[config.mk]
export PLATFORM = sky130hd
export DESIGN_NAME = stage_decode_register
export DESIGN_NICKNAME = d
export VERILOG_FILES = /design/src/rtl/stage_decode_register_pkg.sv /design/src/rtl/decode_hazard_unit.sv /design/src/rtl/stage_decode_register.sv
export SDC_FILE = /design/constraint.sdc
export NUM_CORES = 1
export LEC_CHECK = 0
export CAP_MARGIN = 0
export CORE_MARGIN = 4
export CORE_UTILIZATION = 37
export CTS_CLUSTER_DIAMETER = 100
export DETAILED_ROUTE_END_ITERATION = 8
export HOLD_SLACK_MARGIN = 0.06
export PLACE_DENSITY_LB_ADDON = 0.2
export SETUP_SLACK_MARGIN = 0.4
export SLEW_MARGIN = 20
export SYNTH_ARGS = -nofsm -noshare
export SYNTH_HDL_FRONTEND = slang
export SYNTH_SLANG_ARGS = --single-unit
[constraint.sdc]
create_clock -name i_clk -period 1.9 [get_ports i_clk]
set_input_delay 0.19 -clock i_clk [delete_from_list [all_inputs] [get_ports i_clk]]
set_output_delay 0.19 -clock i_clk [all_outputs]
set_load 0.05 [all_outputs]
[src/rtl/stage_decode_register_pkg.sv]
// ----------------------------------------------------------------------------
// stage_decode_register_pkg
// Shared definitions for the fetch-to-decode stage: opcode constants,
// instruction field bit positions and the decode FSM state encoding.
// ----------------------------------------------------------------------------
package stage_decode_register_pkg;

   localparam int INSTR_W = 16;

   localparam logic [6:0] OPC_NOP  = 7'b0000000;
   localparam logic [6:0] OPC_LOAD = 7'b0100000;
   localparam logic [6:0] OPC_HALT = 7'b1111111;

   localparam int OPC_MSB  = 15;
   localparam int OPC_LSB  = 9;
   localparam int DST_MSB  = 8;
   localparam int DST_LSB  = 6;
   localparam int SRC0_MSB = 5;
   localparam int SRC0_LSB = 3;
   localparam int SRC1_MSB = 2;
   localparam int SRC1_LSB = 0;

   // All-zero encoding doubles as the bubble inserted on stalls and flushes.
   localparam logic [INSTR_W-1:0] NOP_INSTR = {OPC_NOP, 9'b0};

   typedef enum logic [1:0] {
      ST_RUN    = 2'd0,
      ST_STALL  = 2'd1,
      ST_HALTED = 2'd2
   } state_t;

endpackage

[src/rtl/decode_hazard_unit.sv]
// ----------------------------------------------------------------------------
// decode_hazard_unit
// Combinational load-use detector. Flags a hazard when the instruction held
// in the decode register is a valid LOAD whose destination is read by the
// instruction currently presented by fetch.
// Ports:
//   reg_opcode  in  opcode of the decode register
//   reg_dst     in  destination field of the decode register
//   reg_valid   in  decode register holds a real instruction
//   in_src0     in  src0 field of the incoming instruction
//   in_src1     in  src1 field of the incoming instruction
//   hazard      out load-use hazard detected
// ----------------------------------------------------------------------------
module decode_hazard_unit
   import stage_decode_register_pkg::*;
(
   input  logic [6:0] reg_opcode,
   input  logic [2:0] reg_dst,
   input  logic       reg_valid,
   input  logic [2:0] in_src0,
   input  logic [2:0] in_src1,
   output logic       hazard
);

   assign hazard = reg_valid && (reg_opcode == OPC_LOAD) &&
                   ((in_src0 == reg_dst) || (in_src1 == reg_dst));

endmodule

[src/rtl/stage_decode_register.sv]
// ----------------------------------------------------------------------------
// stage_decode_register
// Fetch-to-decode pipeline register of the 16-bit-instruction core. Registers
// instruction and PC, splits the instruction into fields, inserts bubbles on
// flushes and (optionally) load-use hazards, and latches HALT into a sticky
// halt request.
//
// Build option: DECODE_HAZARD_EN -- when defined, load-use detection and the
// STALL state are built in; otherwise the PC stop only asserts in HALTED.
//
// Ports:
//   i_clk, i_rst_n          clock, async active-low reset
//   i_sys_halt              global freeze, all state holds
//   i_instruction           instruction from fetch
//   i_program_counter       PC of i_instruction
//   i_flush                 discard the instruction being captured
//   o_instruction           registered instruction (NOP on a bubble)
//   o_program_counter       registered PC
//   o_valid                 o_instruction is real, not a bubble
//   o_opcode/o_dst/o_src0/o_src1  field slices of o_instruction
//   o_program_counter_stop  combinational; fetch holds its PC this cycle
//   o_halt_req              sticky halt request
//
// state     | meaning
// ST_RUN    | normal capture, hazard check active
// ST_STALL  | one bubble inserted, capture without hazard check
// ST_HALTED | HALT decoded, everything frozen until reset
// ----------------------------------------------------------------------------
module stage_decode_register
   import stage_decode_register_pkg::*;
#(
   parameter int ADDRESS_SIZE = 10,
   parameter int DATA_SIZE    = 32
) (
   input  logic                    i_clk,
   input  logic                    i_rst_n,
   input  logic                    i_sys_halt,
   input  logic [INSTR_W-1:0]      i_instruction,
   input  logic [ADDRESS_SIZE-1:0] i_program_counter,
   input  logic                    i_flush,
   output logic [INSTR_W-1:0]      o_instruction,
   output logic [ADDRESS_SIZE-1:0] o_program_counter,
   output logic                    o_valid,
   output logic [6:0]              o_opcode,
   output logic [2:0]              o_dst,
   output logic [2:0]              o_src0,
   output logic [2:0]              o_src1,
   output logic                    o_program_counter_stop,
   output logic                    o_halt_req
);

   // DATA_SIZE is carried only so every stage shares one parameter set.
   if (DATA_SIZE < 1) begin : g_data_size_check
      $error("stage_decode_register: DATA_SIZE must be positive");
   end

   state_t                  state_q;
   logic [INSTR_W-1:0]      instr_q;
   logic [ADDRESS_SIZE-1:0] pc_q;
   logic                    valid_q;
   logic                    hazard;

`ifdef DECODE_HAZARD_EN
   logic hazard_raw;

   decode_hazard_unit u_hazard (
      .reg_opcode (instr_q[OPC_MSB:OPC_LSB]),
      .reg_dst    (instr_q[DST_MSB:DST_LSB]),
      .reg_valid  (valid_q),
      .in_src0    (i_instruction[SRC0_MSB:SRC0_LSB]),
      .in_src1    (i_instruction[SRC1_MSB:SRC1_LSB]),
      .hazard     (hazard_raw)
   );

   // Only checked in RUN: STALL already paid for this instruction, and a
   // flush discards the consumer anyway.
   assign hazard = hazard_raw && (state_q == ST_RUN) && !i_flush;
`else
   assign hazard = 1'b0;
`endif

   // Not gated by i_sys_halt: fetch sees the same stop value while frozen.
   assign o_program_counter_stop = (state_q == ST_HALTED) || hazard;
   assign o_halt_req             = (state_q == ST_HALTED);

   always_ff @(posedge i_clk or negedge i_rst_n) begin
      if (!i_rst_n) begin
         state_q <= ST_RUN;
         instr_q <= NOP_INSTR;
         pc_q    <= '0;
         valid_q <= 1'b0;
      end else if (!i_sys_halt && (state_q != ST_HALTED)) begin
         if (i_flush) begin
            instr_q <= NOP_INSTR;
            pc_q    <= i_program_counter;
            valid_q <= 1'b0;
            state_q <= ST_RUN;
         end else if (hazard) begin
            instr_q <= NOP_INSTR;
            pc_q    <= i_program_counter;
            valid_q <= 1'b0;
            state_q <= ST_STALL;
         end else begin
            instr_q <= i_instruction;
            pc_q    <= i_program_counter;
            valid_q <= 1'b1;
            state_q <= (i_instruction[OPC_MSB:OPC_LSB] == OPC_HALT) ? ST_HALTED : ST_RUN;
         end
      end
   end

   assign o_instruction     = instr_q;
   assign o_program_counter = pc_q;
   assign o_valid           = valid_q;
   assign o_opcode          = instr_q[OPC_MSB:OPC_LSB];
   assign o_dst             = instr_q[DST_MSB:DST_LSB];
   assign o_src0            = instr_q[SRC0_MSB:SRC0_LSB];
   assign o_src1            = instr_q[SRC1_MSB:SRC1_LSB];

endmodule

==> flow_summary.toml, run 1 <==
[outcome]
status = "finished, final reports clean"

[timing]
setup_viol_count_final = 0
setup_slack_ps = 436
worst_pin_slew_ps = 518
relSlewSlack_pct = 65.6
fin_worst_skew_ps = 5.00
period_minus_slack_ps = 1460
fin_setup_tns_ps = 0
hold_violations = 0
rsz0062_at_grt = "yes"
fmax_mhz = 683
finalCritPeriodShare_pct = 77.0
drv_slew = 0

[pwr]
p_leak_nw = 0.979
comb_power_share_pct = 23.4
swShare_pct = 28.7
internal_power_mw = 0.950
ir_drop_mv = 0.384
power_per_cell_area_mw_per_mm2 = 669
switchingPower_mw = 0.383
p_clk_share_pct = 28.8
p_seq_share_pct = 47.8

[finish]
antenna_cells = 0
syn_to_final_growth_pct = 52.4
design_area_mm2 = 0.00199
utilization_pct = 59.2
final_common_cell = "o21ai_0"
fill_cells = 302
drive_gt1_share_pct = 13.5
final_cell_count_no_fill = 224
final_cell_mix = "o21ai_0 (34), dlygate4sd2_1 (30), clkdlybuf4s50_1 (29), dfrtp_1 (27), nand2b_1 (16)"
layout.nets = 209

[yosys]
syn_inst = 117
synthesis.nets = 147
ys_ff_latch = 28
ys_types = 14
syn_area_mm2 = 0.00131
synth_area_per_cell_um2 = 11.2
yosys_warnings = 0
yosysSeqAreaShare_pct = 53.6

[clock_network]
path_clk_slew_ps = 150
cts_root_buffer = "clkbuf_4"
cts-hold-fix-buffers = 0
clockBufferDepth = 2
cts_buffers = 3
clock_sinks = 28
htree_levels = 1
insertion_delay_ps = 320
tritoncts = "yes"

[worst_setup_path]
rrSetupSlack_ps = 500
cp_cell_sequence = "dlygate4sd2_1"
crit_type = "flip-flop to output pin"
cp_num_cells = 1
cpMaxStageDelayCell = "dlygate4sd2_1"
critical_path.endpoint_type = "output pin"
crit_buf_inv = 1
cpPeakStageDelay_ps = 550
cp_max_fo = 3
cp.arrival_ps = 1270
setup.worst_path.start_class = "flip-flop"
r2r_cells = 4
required_ps = 1710
critical-path-top-delay-family = "buffers and inverters"

[route]
wl_per_cell_um = 14.5
viasPerCell = 4.75
drtIter0Drc = 58
routed_wl_um = 3240
num_vias = 1065
first_pass_iters = 4
drc = 0
antenna_left = 0

[grt]
grt_pass1_vias = 1023
grt_pass1_wl_um = 4860
gr-total-overflow = 0
antenna_found_initial = 0
grt_max_degree = 29
gr-usage-all-layers_pct = 14.4

[floorplanning]
initial_core_util_pct = 38.8
dieHeight_um = 67.4
dieArea_mm2 = 0.00454
num_rows = 21
num_io_pins = 75
die_w_um = 67.4
coreArea_mm2 = 0.00336

[place]
placedCellCount = 217
place.gp.congestion = 0.740
place_area_mm2 = 0.00195
port-buffer-count = 74
place_ws_ps = 371
dpl.hpwl_um = 2410

[run]
max_cap_violations = 0

[worst_hold_path]
hp-class = "input port to asynchronous set/reset pin"
flip-flops by register name, summed over array words and instances (netlist names):
register / cells
o_instruction: 16
state_q: 1
o_valid: 1
o_program_counter: 10
stage by stage:
| stage | hold WS (ps) | power (mW) |
|---|---|---|
| 6_report | 211 | 1.33 |
| 2_1_floorplan | -106 | 0.839 |
| 3_5_place_dp | 498 | 0.989 |
| 5_1_grt | 223 | 1.39 |
| 4_1_cts | 220 | 1.35 |
| 3_3_place_gp | 489 | 0.984 |
logic make-up after synthesis:
logic type             after synthesis  share of synthesized area (%)
AO/OA/AOI/OAI                       35                           13.6
buffers and inverters               25                           14.1
flip-flops                          28                           53.6
multiplexers                        10                           9.48
AND/OR/NAND/NOR                     19                           9.20
power groups by stage:
stage | Combinational, mW | Clock, mW | Sequential (mW)
floorplan | 0.104 | 0 | 0.735
global placement | 0.337 | 0 | 0.647
detailed placement | 0.340 | 0 | 0.649
CTS | 0.313 | 0.397 | 0.637
global route | 0.330 | 0.419 | 0.641
finish | 0.312 | 0.384 | 0.636
cell usage after synthesis:
| library cell | number | share of area, % |
|---|---|---|
| nand4b_1 | 1 | 0.67 |
| buf_4 | 17 | 9.8 |
| mux2_4 | 3 | 3.4 |
| inv_1 | 1 | 0.29 |
| nand3_1 | 1 | 0.38 |
| o21ai_0 | 34 | 13 |
| buf_8 | 1 | 1.1 |
| buf_6 | 2 | 1.7 |
| o31ai_1 | 1 | 0.57 |
| mux2_2 | 7 | 6.0 |
| nand2b_1 | 16 | 7.7 |
| clkbuf_1 | 4 | 1.1 |
| or2_1 | 1 | 0.48 |
| dfrtp_1 | 28 | 54 |
cell type report:
type,count,area [µm²],area share [%]
Clock buffer,3,22.5,1.13
Timing Repair Buffer,81,751,37.7
Multi-Input combinational cell,64,422,21.2
Sequential cell,28,704,35.4
Clock inverter,1,30.0,1.51
Tap cell,46,57.6,2.89
Inverter,1,3.75,0.189
per-layer routing:
metal	vias to the layer above	global-route usage [%]	wire length [µm]
met4	0	5.06	21
met1	520	16.3	1240
li1	501	-	-
met3	2	4.49	243
met5	-	0	0
met2	42	25.4	1730
worst paths after layout:
kind	endpoint	start
worst min register to register	o_valid	o_valid
min in group i_clk	o_instruction[3]	i_instruction[3]
worst min-delay path	o_program_counter[8]	i_rst_n
worst max-delay path	o_instruction[11]	o_instruction[11]
max in group asynchronous	state_q[1]	i_rst_n
worst max register to register	o_instruction[1]	state_q[1]
timing repair:
| action | in CTS | in global routing |
|---|---|---|
| resized for setup | 43 | 14 |
| endpoints found under the setup margin | 43 | 30 |
| setup buffers | 0 | 3 |
No activity file was read; power rests on OpenSTA's default activity.
==> inputs of run 2 (changes only) <==
Clock period 1.9 ns to 1.4 ns, I/O delays scaled along.
==> flow_summary.toml, run 2 (same netlist as run 1, synthesis figures left out) <==
[worst_setup_path]
setup.worst_path.start_class = "flip-flop"
cp_max_fo = 14
crit_type = "flip-flop to flip-flop"
critical-path-top-delay-family = "flip-flops"
critical_path.endpoint_type = "flip-flop"
r2r-start = "state_q[1]"
cpMaxStageDelayCell = "dfrtp_2"
cp-startpoint = "state_q[1]"
crit_buf_inv = 1
required_ps = 1620
cp.arrival_ps = 1460
cp_cell_sequence = "or2_4, buf_12, mux2_4"
cpPeakStageDelay_ps = 450

[route]
first_pass_iters = 4
drc = 0
num_vias = 1061
drtIter0Drc = 34
viasPerCell = 4.69
antenna_left = 0
routed_wl_um = 3350
wl_per_cell_um = 14.8

[pwr]
power_per_cell_area_mw_per_mm2 = 739
ir_drop_mv = 0.584
p_leak_nw = 1.07

[finish]
final_common_cell = "buf_12"
layout.nets = 211
antenna_cells = 0
final_cell_count_no_fill = 226
final_cell_mix = "buf_12 (34), clkdlybuf4s50_1 (29), o21ai_0 (17), dfrtp_2 (17), nand2b_1 (16)"
drive_gt1_share_pct = 55.0
largest_reg_flops = 16
syn_to_final_growth_pct = 88.8

[clock_network]
path_clk_slew_ps = 140
clock_sinks = 28
tritoncts = "yes"
cts_root_buffer = "clkbuf_4"
cts_buffers = 3
clockBufferDepth = 2
htree_levels = 1
insertion_delay_ps = 310
cts-hold-fix-buffers = 0

[grt]
gr-usage-all-layers_pct = 14.5
grt_max_degree = 29
grt_pass1_vias = 1058
grt_pass1_wl_um = 4890
antenna_found_initial = 0
gr-total-overflow = 0

[timing]
fin_worst_skew_ps = 0.803
rsz0062_at_grt = "yes"
drv_slew = 0
hold_violations = 0
relSlewSlack_pct = 77.1
worst_pin_slew_ps = 344
setup_viol_count_final = 0
hold_slack_ps = 174
fmax_mhz = 806
finalCritPeriodShare_pct = 88.6
period_minus_slack_ps = 1240

[floorplanning]
die_w_um = 67.4
num_rows = 21
initial_core_util_pct = 38.8
num_io_pins = 75
coreArea_mm2 = 0.00336
dieArea_mm2 = 0.00454
dieHeight_um = 67.4

[run]
max_cap_violations = 0

[place]
placedCellCount = 219
port-buffer-count = 74
place.gp.congestion = 0.749
dpl.hpwl_um = 2520

[worst_hold_path]
hp-class = "input port to asynchronous set/reset pin"

[outcome]
status = "finished, final reports clean"
-- run 2: cell count changes in the layout (fill, tap and decap cells not counted), sizes merged --
cell	change
buf	+46
dlygate4sd2	-30
clkdlybuf4s15	-13
bufinv	-1
-- run 2: power by group --
group / switching [mW] / internal (mW) / total [mW]
logic: 0.279 / 0.275 / 0.554
clock network: 0.218 / 0.159 / 0.377
registers: 0.0443 / 0.846 / 0.890
total: 0.542 / 1.28 / 1.82
-- run 2: layer usage --
layer  vias to the layer above  wire length (µm)  GRT usage (%)  share of wire, %
met3                         2               246           4.66               7.4
met1                       518              1180           15.4                35
met5                         -                 0              0                 0
met2                        36              1900           27.1                57
met4                         0                19           4.30              0.57
li1                        505                 -              -                 -
-- run 2: what timing repair did --
| item | in CTS | in global routing |
|---|---|---|
| gates resized for setup | 34 | 14 |
| setup endpoints to repair | 72 | 72 |
| pin swaps | 0 | 1 |
| buffers inserted | 1 | 2 |
-- run 2: stage by stage --
| stage | setup WS [ps] | util (%) | power [mW] | area (µm²) | TNS [ps] |
|---|---|---|---|---|---|
| 4_1_cts | 179 | 71.6 | 1.83 | 2410 | 0 |
| 5_1_grt | 141 | 73.3 | 1.90 | 2470 | 0 |
| 2_1_floorplan | -151 | - | 1.14 | 1330 | -527 |
| 3_5_place_dp | -17.5 | 68.1 | 1.43 | 2290 | -54.5 |
| 3_3_place_gp | -16.2 | 68.1 | 1.42 | 2290 | -47.9 |
| 6_report | 160 | 73.3 | 1.82 | 2470 | 0 |
-- run 2: final cells by class --
class,instances,area [µm²]
Clock buffer,4,36.3
Timing Repair Buffer,83,1170
Tap cell,46,57.6
Multi-Input combinational cell,64,473
Fill cell,238,897
Sequential cell,28,722
Inverter,1,3.75
-- run 2: worst paths after layout --
| check | endpoint | slack (ps) | depth (start not counted) |
|---|---|---|---|
| min in group i_clk | o_instruction[8] | 370 | 3 |
| worst max register to register | o_program_counter[6] | 160 | 3 |
| worst min register to register | o_program_counter[4] | 550 | 1 |
| max in group asynchronous | o_instruction[6] | 950 | 2 |
| worst max-delay path | o_program_counter[6] | 160 | 3 |
| worst min-delay path | o_instruction[12] | 170 | 2 |
==> inputs of run 3 (changes only) <==
Settings changed: HOLD_SLACK_MARGIN 0.06 to 0.08, MAX_ROUTING_LAYER set to met4.
==> flow_summary.toml, run 3 (same netlist as run 1, synthesis figures left out) <==
[worst_setup_path]
required_ps = 1620
rrSetupSlack_ps = 160
crit_type = "flip-flop to flip-flop"
r2r-end = "o_program_counter[6]"
cp-startpoint = "state_q[1]"
cp_max_fo = 14
critical_path.endpoint_type = "flip-flop"
endpoint = "o_program_counter[6]"
r2r_cells = 3
r2r-start = "state_q[1]"
cp.arrival_ps = 1460
setup.worst_path.start_class = "flip-flop"

[clock_network]
htree_levels = 1
tritoncts = "yes"
path_clk_slew_ps = 140
insertion_delay_ps = 310
clockBufferDepth = 2
clock_sinks = 28
cts_buffers = 3
cts_root_buffer = "clkbuf_4"

[finish]
layout.nets = 211
fill_cells = 238
largest_reg_flops = 16
drive_gt1_share_pct = 55.0
syn_to_final_growth_pct = 88.8
final_cell_mix = "buf_12 (34), clkdlybuf4s50_1 (29), o21ai_0 (17), dfrtp_2 (17), nand2b_1 (16)"
final_common_cell = "buf_12"
antenna_cells = 0

[floorplanning]
initial_core_util_pct = 38.8
coreArea_mm2 = 0.00336
die_w_um = 67.4
num_io_pins = 75
num_rows = 21
dieHeight_um = 67.4
dieArea_mm2 = 0.00454

[route]
drtIter0Drc = 41
first_pass_iters = 4
wl_per_cell_um = 14.9
viasPerCell = 4.73
num_vias = 1068
antenna_left = 0
drc = 0
routed_wl_um = 3380

[place]
place.gp.congestion = 0.759
port-buffer-count = 74
dpl.hpwl_um = 2520
place_ws_ps = -17.5

[grt]
gr-total-overflow = 0
grt_pass1_vias = 1058
met1_usage_pct = 15.9
grt.busiest_layer = "met2"
antenna_found_initial = 0
grt_max_degree = 29
grt_util_met2_pct = 27.1
gr-usage-all-layers_pct = 14.9
grt_pass1_wl_um = 4890
grt_use_met3_pct = 3.83

[timing]
worst_pin_slew_ps = 345
setup_viol_count_final = 0
hold_violations = 0
period_minus_slack_ps = 1240
relSlewSlack_pct = 77.0
drv_slew = 0
fin_worst_skew_ps = 1.26
rsz0062_at_grt = "yes"
fmax_mhz = 806
setup_slack_ps = 160
hold_slack_ps = 175
finalCritPeriodShare_pct = 88.6

[outcome]
status = "finished, final reports clean"

[pwr]
power_per_cell_area_mw_per_mm2 = 739
p_leak_nw = 1.07
ir_drop_mv = 0.583

[run]
max_cap_violations = 0

[worst_hold_path]
hp-class = "input port to asynchronous set/reset pin"
-- run 3: cell counts in the layout (fill, tap and decap cells not counted) --
Identical to the previous run, type by type.
-- run 3: worst min-delay path by stage --
| stage | slack, ps | end | cells past startpoint |
|---|---|---|---|
| finish | 180 | o_instruction[12] | 2 |
| CTS | 170 | o_instruction[5] | 2 |
| floorplan | -160 | o_instruction[0] | 0 |
| global placement | 490 | o_program_counter[5] | 1 |
| global route | 180 | o_instruction[12] | 2 |
| detailed placement | 490 | o_program_counter[7] | 1 |
-- run 3: stage by stage --
stage | instances | total power, mW | cell area [µm²] | TNS [ps] | utilization, %
2_1_floorplan | 117 | 1.14 | 1330 | -527 | -
3_3_place_gp | 219 | 1.42 | 2290 | -47.9 | 68.1
3_5_place_dp | 219 | 1.43 | 2290 | -54.5 | 68.1
4_1_cts | 224 | 1.83 | 2410 | 0 | 71.6
5_1_grt | 226 | 1.90 | 2470 | 0 | 73.3
6_report | 226 | 1.82 | 2470 | 0 | 73.3
-- run 3: critical path, cell delays in order (launching register included) --
cell     delay [ps]
dfrtp_2         450
or2_4           250
buf_12          150
mux2_4          290
-- run 3: repair_timing --
action | CTS | global route
buffers inserted | 1 | 2
hold buffers | 0 | 0
resized for setup | 34 | 14
pin swaps | 0 | 1
setup endpoints to repair | 72 | 72
-- run 3: layout make-up --
cell class / count / area (µm²) / area share [%]
clock buffer: 4 / 36.3 / 1.47
timing repair buffer: 83 / 1170 / 47.6
tap: 46 / 57.6 / 2.33
inverter: 1 / 3.75 / 0.152
multi-input combinational: 64 / 473 / 19.2
sequential: 28 / 722 / 29.3
-- run 3: power by group --
| part | internal (mW) | total (mW) | switching, mW | leakage (nW) |
|---|---|---|---|---|
| clock | 0.159 | 0.376 | 0.218 | 0.0210 |
| combinational | 0.275 | 0.555 | 0.280 | 0.703 |
| sequential | 0.846 | 0.890 | 0.0444 | 0.341 |
| total | 1.28 | 1.82 | 0.542 | 1.07 |
-- run 3: routing by layer --
metal	wire length, µm	part of all wire [%]
met1	1240	37
met2	1890	56
met3	221	6.5
met4	35	1.0
met5	0	0
